`src/rtl/mux_scan_sequencer_pkg.sv`:
```
// Shared constants and types for the 4:1 mux scan sequencer.
// Channel k is driven onto the mux select as {s0,s1} = CH_SEL_MAP[k].
package mux_scan_sequencer_pkg;
  localparam int NUM_CH = 4;
  localparam int SEL_W  = 2;

  typedef enum logic [1:0] {
    ST_IDLE   = 2'd0,
    ST_DWELL  = 2'd1,
    ST_FINISH = 2'd2
  } state_e;

  // Fixed lab wiring: i0..i3 sit on select codes 00..11.
  localparam logic [NUM_CH-1:0][SEL_W-1:0] CH_SEL_MAP = {2'd3, 2'd2, 2'd1, 2'd0};
endpackage

```
`src/rtl/mux_scan_sequencer_if.sv`:
```
// Control/status and mux-side bundle between the scan sequencer and its user.
// master = fixture side (start, mask, mux output), slave = sequencer side.
interface mux_scan_sequencer_if;
  import mux_scan_sequencer_pkg::*;

  logic              start;
  logic [NUM_CH-1:0] ch_mask;
  logic              y;
  logic              s0;
  logic              s1;
  logic              busy;
  logic              done;
  logic [NUM_CH-1:0] sample;

  modport master (output start, ch_mask, y, input s0, s1, busy, done, sample);
  modport slave  (input start, ch_mask, y, output s0, s1, busy, done, sample);
endinterface

```
`src/rtl/mux_scan_sequencer_next_ch_find.sv`:
```
// Finds the next enabled channel: lowest set bit when first=1,
// otherwise the lowest set bit strictly above cur.
module next_ch_find
  import mux_scan_sequencer_pkg::*;
(
  input  logic [NUM_CH-1:0] mask,
  input  logic [SEL_W-1:0]  cur,
  input  logic              first,
  output logic [SEL_W-1:0]  nxt,
  output logic              vld
);
  // Walking downwards lets the lowest qualifying channel win.
  always_comb begin
    nxt = '0;
    vld = 1'b0;
    for (int k = NUM_CH - 1; k >= 0; k--) begin
      if (mask[k] && (first || (k > int'(cur)))) begin
        nxt = SEL_W'(k);
        vld = 1'b1;
      end
    end
  end
endmodule

```
`src/rtl/mux_scan_sequencer.sv`:
```
// Walks the 4:1 mux select over the enabled channels, dwelling DWELL cycles
// on each, and publishes the captured bits as one snapshot with a done pulse.
module mux_scan_sequencer
  import mux_scan_sequencer_pkg::*;
#(
  parameter int DWELL = 2,
  parameter int CW    = 8
) (
  input  logic                 clk,
  input  logic                 rst,
  mux_scan_sequencer_if.slave  bus
);
  localparam logic [CW-1:0] RELOAD = CW'(DWELL - 1);

  state_e            state_q, state_d;
  logic [SEL_W-1:0]  ch_q, ch_d;
  logic [CW-1:0]     cnt_q, cnt_d;
  logic [NUM_CH-1:0] mask_q, mask_d;
  logic [NUM_CH-1:0] work_q, work_d;
  logic [NUM_CH-1:0] sample_q, sample_d;
  logic [SEL_W-1:0]  nxt_ch;
  logic              nxt_vld;
  logic              idle;

  assign idle = (state_q == ST_IDLE);

  // In IDLE search the live mask from the bottom; mid-scan use the latched copy.
  next_ch_find u_find (
    .mask  (idle ? bus.ch_mask : mask_q),
    .cur   (ch_q),
    .first (idle),
    .nxt   (nxt_ch),
    .vld   (nxt_vld)
  );

  always_comb begin
    state_d  = state_q;
    ch_d     = ch_q;
    cnt_d    = cnt_q;
    mask_d   = mask_q;
    work_d   = work_q;
    sample_d = sample_q;
    case (state_q)
      ST_IDLE: begin
        if (bus.start) begin
          if (nxt_vld) begin
            mask_d  = bus.ch_mask;
            ch_d    = nxt_ch;
            cnt_d   = RELOAD;
            work_d  = '0;
            state_d = ST_DWELL;
          end else begin
            sample_d = '0;
            state_d  = ST_FINISH;
          end
        end
      end
      ST_DWELL: begin
        if (cnt_q == '0) begin
          work_d[ch_q] = bus.y;
          if (nxt_vld) begin
            ch_d  = nxt_ch;
            cnt_d = RELOAD;
          end else begin
            sample_d = work_d;
            state_d  = ST_FINISH;
          end
        end else begin
          cnt_d = cnt_q - 1'b1;
        end
      end
      ST_FINISH: state_d = ST_IDLE;
      default:   state_d = ST_IDLE;
    endcase
  end

  always_ff @(posedge clk) begin
    if (rst) begin
      state_q  <= ST_IDLE;
      ch_q     <= '0;
      cnt_q    <= '0;
      mask_q   <= '0;
      work_q   <= '0;
      sample_q <= '0;
    end else begin
      state_q  <= state_d;
      ch_q     <= ch_d;
      cnt_q    <= cnt_d;
      mask_q   <= mask_d;
      work_q   <= work_d;
      sample_q <= sample_d;
    end
  end

  assign {bus.s0, bus.s1} = (state_q == ST_DWELL) ? CH_SEL_MAP[ch_q] : '0;
  assign bus.busy   = (state_q == ST_DWELL);
  assign bus.done   = (state_q == ST_FINISH);
  assign bus.sample = sample_q;
endmodule
```
`src/flat_wrapper.sv`:
```
// flat-port wrapper written by rule: the top's interface ports become plain ports
module mux_scan_sequencer_flat import mux_scan_sequencer_pkg::*;
#(
  parameter int DWELL = 2,
  parameter int CW    = 8
)
  (clk, rst, bus_start, bus_ch_mask, bus_y, bus_s0, bus_s1, bus_busy, bus_done, bus_sample);
  mux_scan_sequencer_if bus_i ();
  input  logic clk;
  input  logic rst;
  input wire logic [$bits(bus_i.start)-1:0] bus_start;
  input wire logic [$bits(bus_i.ch_mask)-1:0] bus_ch_mask;
  input wire logic [$bits(bus_i.y)-1:0] bus_y;
  output wire logic [$bits(bus_i.s0)-1:0] bus_s0;
  output wire logic [$bits(bus_i.s1)-1:0] bus_s1;
  output wire logic [$bits(bus_i.busy)-1:0] bus_busy;
  output wire logic [$bits(bus_i.done)-1:0] bus_done;
  output wire logic [$bits(bus_i.sample)-1:0] bus_sample;
  assign bus_i.start = bus_start;
  assign bus_i.ch_mask = bus_ch_mask;
  assign bus_i.y = bus_y;
  assign bus_s0 = bus_i.s0;
  assign bus_s1 = bus_i.s1;
  assign bus_busy = bus_i.busy;
  assign bus_done = bus_i.done;
  assign bus_sample = bus_i.sample;
  mux_scan_sequencer #(.DWELL(DWELL), .CW(CW)) u_core (.clk(clk), .rst(rst), .bus(bus_i));
endmodule
```
`config.mk`:
```
export PLATFORM = sky130hd
export DESIGN_NAME = mux_scan_sequencer_flat
export DESIGN_NICKNAME = d
export VERILOG_FILES = /design/src/rtl/mux_scan_sequencer_pkg.sv /design/src/rtl/mux_scan_sequencer_if.sv /design/src/rtl/mux_scan_sequencer_next_ch_find.sv /design/src/rtl/mux_scan_sequencer.sv /design/src/flat_wrapper.sv
export SDC_FILE = /design/constraint.sdc
export NUM_CORES = 1
export LEC_CHECK = 0
export BUFFER_PORTS_ARGS = -buffer_cell sky130_fd_sc_hd__buf_2
export CAP_MARGIN = 15
export CORE_ASPECT_RATIO = 1.75
export CORE_MARGIN = 10
export CORE_UTILIZATION = 38
export DETAILED_ROUTE_END_ITERATION = 10
export SLEW_MARGIN = 20
export SYNTH_ARGS = -nofsm -noshare
export SYNTH_HDL_FRONTEND = slang
export SYNTH_SLANG_ARGS = --single-unit
```
`constraint.sdc`:
```
create_clock -name clk -period 2.2 [get_ports clk]
set_clock_uncertainty 0.05 [all_clocks]
set_input_delay 0.33 -clock clk [delete_from_list [all_inputs] [get_ports clk]]
set_output_delay 0.33 -clock clk [all_outputs]
set_load 0.1 [all_outputs]
```
* Word level (Yosys, flattened, before mapping)
Cells that the tools add are included.
Word-level totals: memories 0, bits in latches 0, logic and storage cells 73, ROM bits 0, register bits 24, input port bits 8, memory bits (writable) 0, output and inout port bits 8
Operators by class: muxes and demuxes 37, equality and inequality tests 7, div/mod/pow operators 0, reduce and logical (&&, ||, !) cells 17, bitwise logic cells 0, order comparisons 5, $mul 0, shifts and indexed selects 0, add/sub/neg operators 1
Operator list (number):
- $mux 4 | 8
- $mux 2 | 13
- $mux 8 | 3
- $pmux 4 s2 | 2
- $pmux 8 s2 | 1
- $reduce_and 3->1 | 3
- $logic_not 8->1 | 1
- $pmux 2 s2 | 2
- $sub 8x1->8 const B | 1
- $ne 2x2->1 const B | 3
- $logic_and 1x1->1 | 5
- $mux 1 | 5
- $reduce_and 5->1 | 1
- $bmux 2 s2 | 1
- $bwmux 4 | 1
- $gt 2x2->1 const A | 2
- $ne 2x1->1 const B | 2
- $reduce_and 4->1 | 1
- $logic_or 1x1->1 | 3
- $lt 2x3->1 const B | 1
- $demux 1 s2 | 1
- $eq 2x1->1 const B | 1
- $eq 2x2->1 const B | 1
- $ge 2x1->1 const B | 1
- 4 further kinds | 4

* Depth between registers and ports, before layout
Gate-level depths: netlist (run 1).
word-level depth 10, mapped depth 6, gate-level depth less buffers 6

* Cells and area by module
A second synthesis (run 1) with hierarchy kept.
Unflattened totals: cell total of the unflattened synthesis 154, area total of the unflattened synthesis 1358.8 um^2
Modules (own cells, without submodules):
- mux_scan_sequencer | sequential area each 480.5 um^2, cells an instance 138, area an instance 1265.0 um^2, instances 1
- next_ch_find | sequential area each 0.0 um^2, cells an instance 16, area an instance 93.8 um^2, instances 1

* Worst setup path after synthesis (run 1)
No wires, ideal clock.
path type reg-to-output, start point register u_core.state_q[0], end point output bus_s0, required time 1820 ps, cell stages (with the launch flop) 4, buffers on the path 0, path slack -462 ps, arrival time 2282 ps, cell sequence dfxtp_1 or2b_1 inv_1 and2_1
On the way: cells in the longest elaborated chain, start to end 2
RTL lines:
- start, declared | line mux_scan_sequencer.sv:15 | state_e state_q, state_d;
- start signal, assigned | line mux_scan_sequencer.sv:86 | state_q <= state_d;
- $eq 2x1->1
- named net bus_busy | line flat_wrapper.sv:16 | output wire logic [$bits(bus_i.busy)-1:0] bus_busy;
- $mux 2 | line mux_scan_sequencer.sv:95 | assign {bus.s0, bus.s1} = (state_q == ST_DWELL) ? CH_SEL_MAP[ch_q] : '0;
- end, declared | line flat_wrapper.sv:14 | output wire logic [$bits(bus_i.s0)-1:0] bus_s0;
The timed path passes the listed nets, and every way through them passes these cells.

* Worst setup path in the final report (run 1)
start point register u_core.state_q[0], end point output bus_busy
On the way: cells in the longest elaborated chain, start to end 1
RTL lines:
- $eq 2x1->1 | line mux_scan_sequencer.sv:96 | assign bus.busy = (state_q == ST_DWELL);
- end, declared | line flat_wrapper.sv:16
Every way passes these cells.

==> flow_summary.ini, run 1 <==
[power]
vdd_drop_max_mv = 0.466
seqPwrFrac_pct = 38.5
finalPower_uw = 1350
comb_power_share_pct = 41.2
power.switching_uw = 538
clkPwrFrac_pct = 20.2
p_leak_uw = 0.000590
power_density_mw_per_mm2 = 902
p_sw_share_pct = 40.0
p_int_uw = 808

[critical_path]
cp-startpoint = u_core.state_q[0]$_SDFFE_PP0P_
r2r_slack_ps = 210
cp_max_fo = 8
cpPeakStageDelay_ps = 500
ff2ff_path_depth = 6
worstReg2RegEnd = u_core.ch_q[1]$_SDFFE_PP0P_
cp_slowest_cell = dfxtp_1
crit_type = flop to primary output
required_ps = 1820
crit_chain = or2b_1 > clkinvlp_4 > buf_2
crit_arrival_ps = 1710
crit_family = buffers and inverters
path_buf_inv = 2
start_kind = flop
cp-end-kind = primary output
worstReg2RegStart = u_core.cnt_q[0]$_SDFFE_PP0P_

[sta]
finalSetupViolCount = 0
hold_slack_ps = 261
drv_slew = 0
hold_viol = 0
tightest_slew_ps = 636
relSlewSlack_pct = 57.6
rsz0062_at_grt = no
fin_crit_sh_pct = 94.9
final.setup.tns_ps = 0
fmax_mhz = 479
fin_crit_ps = 2090

[yosys]
ys.flop_type = dfxtp_1
ys_async_sr_fraction_pct = 0
yosys_register_bits = 23
ys_seq_area_share_pct = 35.8
synthCells = 135
synth_edf_count = 0
synth_cell_types = 44
postSynthAreaPerCell_sq_um = 9.54
synth_area_sq_mm = 0.00129
syn-num-nets = 145
ys_warn_count = 0

[routing]
dr_total_vias = 1039
wire_per_inst_um = 14.6
firstDrtPassIters = 4
drtIter0Drc = 19
drc_errors = 0
vias_per_cell = 5.36
wl_mm = 2.83
ant_nets = 0

[floorplan]
io_pins = 16
die_w_um = 64
start_util_pct = 40.1
dieHeight_um = 97
core_area_sq_mm = 0.00321
fp-row-count = 27
dieArea_sq_mm = 0.00621

[finish]
antenna_cells = 0
fin_nets = 162
final_cell_mix = 23 x dfxtp_1, 13 x nor2_1, 13 x buf_2
layout-drive-gt1-share_pct = 25.2
nFillCells = 319
area_growth_pct = 15.9
final_common_cell = dfxtp_1
design_area_sq_mm = 0.00149

[clocking]
cts_inserted_buffers = 3
clock-sinks = 23
clk-insertion-delay-late_ps = 270
cts-root-buf = clkbuf_8
htreeDepth = 1
clockBufferDepth = 2
cts_setup_buffers = 0
cts_tree = yes
clk_pin_slew_worst_paths_ps = 90

[place]
placed_area_sq_mm = 0.00143
place_congestion = 0.835
hpwlAfterDp_mm = 2.28
portBuffers = 15

[run]
cap_violations = 0

[global_routing]
grt-ovfl-total = 0
grt_use_total_pct = 9.44
grt_max_degree = 19
grt_pass1_wl_mm = 4.87
grt_pass1_vias = 1059
antenna_found_initial = 0

[min_path]
worstHoldStart = bus_ch_mask[3]
min_path_type = input port to flop
worstHoldEndpoint = u_core.mask_q[3]$_SDFFE_PP0P_
hold_depth = 3

[outcome]
status = complete, no violations
## cell usage after synthesis (2+ instances only)
| cell | count | area [sq um] |
|---|---|---|
| mux2_2 | 4 | 45.0 |
| nand3_1 | 4 | 20.0 |
| xor2_1 | 2 | 17.5 |
| o21ai_0 | 3 | 15.0 |
| nand2_1 | 12 | 45.0 |
| nor4_4 | 2 | 42.5 |
| and2_1 | 2 | 12.5 |
| mux2i_1 | 11 | 110 |
| nor3_1 | 6 | 30.0 |
| a21oi_1 | 3 | 15.0 |
| nor2b_1 | 4 | 25.0 |
| dfxtp_1 | 23 | 460 |
| or2b_1 | 2 | 15.0 |
| o32ai_1 | 6 | 52.6 |
| inv_1 | 8 | 30.0 |
| ha_1 | 2 | 25.0 |
| nor2_1 | 13 | 48.8 |
| clkbuf_1 | 2 | 7.51 |
## power groups by stage
stage	Combinational, uW	Clock (uW)	Sequential [uW]
final	555	272	519
after global routing	605	292	526
after CTS	547	273	519
after detailed placement	543	0	529
after global placement	539	0	526
after floorplan	452	0	515
## cell type report
| class | instances | area [sq um] | share of cell area [%] |
|---|---|---|---|
| multi-input cells | 100 | 790 | 52.9 |
| flip-flops and latches | 23 | 460 | 30.8 |
| repair buffers | 15 | 105 | 7.04 |
| well taps | 43 | 53.8 | 3.60 |
| clock buffers | 3 | 41.3 | 2.77 |
| inverters | 9 | 37.5 | 2.51 |
| clock inverters | 1 | 5.00 | 0.335 |
## state kept, by name, summed over array words and instances, names as in the netlist
name / count
u_core.bus.sample: 4
u_core.cnt_q: 8
u_core.ch_q: 2
u_core.mask_q: 3
u_core.state_q: 2
u_core.work_q: 4
## cells by family (layout without fill, tap and decap cells)
logic type               after synthesis  after routing  synth area share, %
AO/OA/AOI/OAI                         24             24                 18.0
AND/OR/NAND/NOR                       56             56                 26.1
flip-flops                            23             23                 35.8
adder cells (fa/ha/maj)                2              2                 1.94
buffers and inverters                 12             28                 4.08
multiplexers                          15             15                 12.1
XOR/XNOR                               3              3                 2.04
## stage by stage
step           worst slack (ps)  util [%]  cells
2_1_floorplan              84.3         -    135
3_3_place_gp                206      44.7    190
3_5_place_dp                139      44.7    190
4_1_cts                    99.1      46.1    194
5_1_grt                    17.0      46.5    194
6_report                    113      46.5    194
## worst register-to-register path, stage by stage, from the launching register on
cell     delay, ps
dfxtp_1        340
inv_1           80
ha_1           180
or3b_2         520
o21ai_4        250
nand2_1        200
o221a_2        270
## per-layer routing
metal,vias up,GRT usage (%),wire (um)
met5,-,0,0
met4,0,5.38,83
met3,7,2.30,117
met2,19,16.6,1500
met1,491,9.64,1130
li1,522,-,-
## worst max path at each step
| stage | depth (start not counted) | endpoint | slack [ps] |
|---|---|---|---|
| 4_1_cts | 3 | bus_busy | 100 |
| 6_report | 3 | bus_busy | 110 |
| 2_1_floorplan | 3 | bus_s0 | 80 |
| 3_3_place_gp | 5 | u_core.cnt_q[0]$_SDFFE_PP0P_ | 210 |
| 5_1_grt | 3 | bus_busy | 20 |
| 3_5_place_dp | 6 | u_core.work_q[3]$_SDFFE_PP0P_ | 140 |
## what timing repair did
item	CTS	global route
resized for setup	0	1
setup endpoints to repair	0	4
hold buffers	0	0
Power figures use the tool's default switching activity.
==> run 2: changes to the inputs <==
- CELL_PAD_IN_SITES_DETAIL_PLACEMENT: not set -> 1
- CELL_PAD_IN_SITES_GLOBAL_PLACEMENT: not set -> 2
- CORE_ASPECT_RATIO: 1.75 -> 1.4
- CORE_UTILIZATION: 38 -> 35
- PLACE_DENSITY_LB_ADDON: not set -> 0.1
==> flow_summary.ini, run 2 (synthesized netlist as in run 1, its figures left out) <==
[place]
place_ws_ps = 158
hpwlAfterDp_mm = 2.66
portBuffers = 15
place_congestion = 0.785
placed_area_sq_mm = 0.00148

[global_routing]
grt_max_degree = 19
grt_use_total_pct = 11.1
grt_pass1_wl_mm = 5.97
antenna_found_initial = 0
grt_pass1_vias = 1212
grt-ovfl-total = 0

[power]
p_leak_uw = 0.000617
vdd_drop_max_mv = 0.343
power_density_mw_per_mm2 = 918

[critical_path]
cp_max_fo = 6
crit_arrival_ps = 1710
crit_type = flop to primary output
start_kind = flop
required_ps = 1820
cp-end-kind = primary output

[routing]
vias_per_cell = 5.48
dr_total_vias = 1091
firstDrtPassIters = 4
wire_per_inst_um = 17.0
drtIter0Drc = 46
drc_errors = 0
ant_nets = 0
wl_mm = 3.38

[sta]
fmax_mhz = 478
hold_viol = 0
worst_slack_ps = 110
final.setup.tns_ps = 0
rsz0062_at_grt = no
fin_crit_sh_pct = 95.0
tightest_slew_ps = 500
relSlewSlack_pct = 66.4
drv_slew = 0
fin_crit_ps = 2090
finalSetupViolCount = 0

[clocking]
cts_resized = 0
cts_inserted_buffers = 3
cts_tree = yes
clock-sinks = 23
cts-root-buf = clkbuf_8
cts.hold.buffers_added = 0
clk_pin_slew_worst_paths_ps = 80
htreeDepth = 1
cts_setup_buffers = 0
clockBufferDepth = 2
clk-insertion-delay-late_ps = 270

[finish]
fin_util_pct = 42.2
layout-drive-gt1-share_pct = 28.0
design_area_sq_mm = 0.00152
area_growth_pct = 18.4
antenna_cells = 0
final_cell_mix = 23 x dfxtp_1, 13 x nor2_1, 13 x buf_2
fin_nets = 168
final_common_cell = dfxtp_1
top_register = u_core.cnt_q
largest_register_ff_count = 8

[run]
cap_violations = 0

[floorplan]
fp-row-count = 26
dieHeight_um = 91.8
dieArea_sq_mm = 0.00654
io_pins = 16
core_area_sq_mm = 0.00361
die_w_um = 71.3
start_util_pct = 35.7

[min_path]
min_path_type = input port to flop

[outcome]
status = complete, no violations
==> run 2: worst max-delay path, stage by stage, from the launching register on <==
cell	delay, ps
dfxtp_1	440
or2b_1	280
buf_4	160
clkinvlp_4	120
buf_2	440
==> run 2: area by class of cell <==
cell class	instances	area (sq um)
Fill cell	426	2090
Multi-Input combinational cell	100	777
Sequential cell	23	460
Timing Repair Buffer	21	150
Tap cell	42	52.6
Clock buffer	3	41.3
Inverter	9	37.5
Clock inverter	1	5.00
==> run 2: power by group <==
part | total [uW] | internal (uW) | leakage (uW) | switching (uW)
logic | 606 | 254 | 0.000405 | 352
registers | 522 | 458 | 0.000187 | 64.4
clock network | 271 | 127 | 0.0000255 | 145
==> run 2: metal layers <==
metal  global-route usage, %  share of wire [%]  wire length, um  up-vias
li1                        -                  -                -      533
met1                    12.1                 41             1380      535
met2                    19.7                 54             1810       16
met3                    2.16                3.0              101        7
met4                    5.66                2.6               87        0
met5                       0                  0                0        -
==> run 2: stage by stage <==
| stage | hold WS (ps) | power (uW) | std cells |
|---|---|---|---|
| 5_1_grt | 301 | 1500 | 199 |
| 6_report | 267 | 1400 | 199 |
| 3_5_place_dp | 408 | 1140 | 195 |
| 4_1_cts | 268 | 1420 | 199 |
| 3_3_place_gp | 396 | 1130 | 195 |
| 2_1_floorplan | 404 | 967 | 135 |
==> run 2: path summary, 6_finish.rpt <==
check	startpoint	to	slack (ps)	depth (start not counted)
max	u_core.state_q[0]$_SDFFE_PP0P_	bus_busy	110	4
min	bus_ch_mask[3]	u_core.mask_q[3]$_SDFFE_PP0P_	270	3
max reg2reg	u_core.cnt_q[0]$_SDFFE_PP0P_	u_core.work_q[0]$_SDFFE_PP0P_	190	7
min reg2reg	u_core.bus.sample[3]$_SDFFE_PP0P_	u_core.bus.sample[3]$_SDFFE_PP0P_	410	2
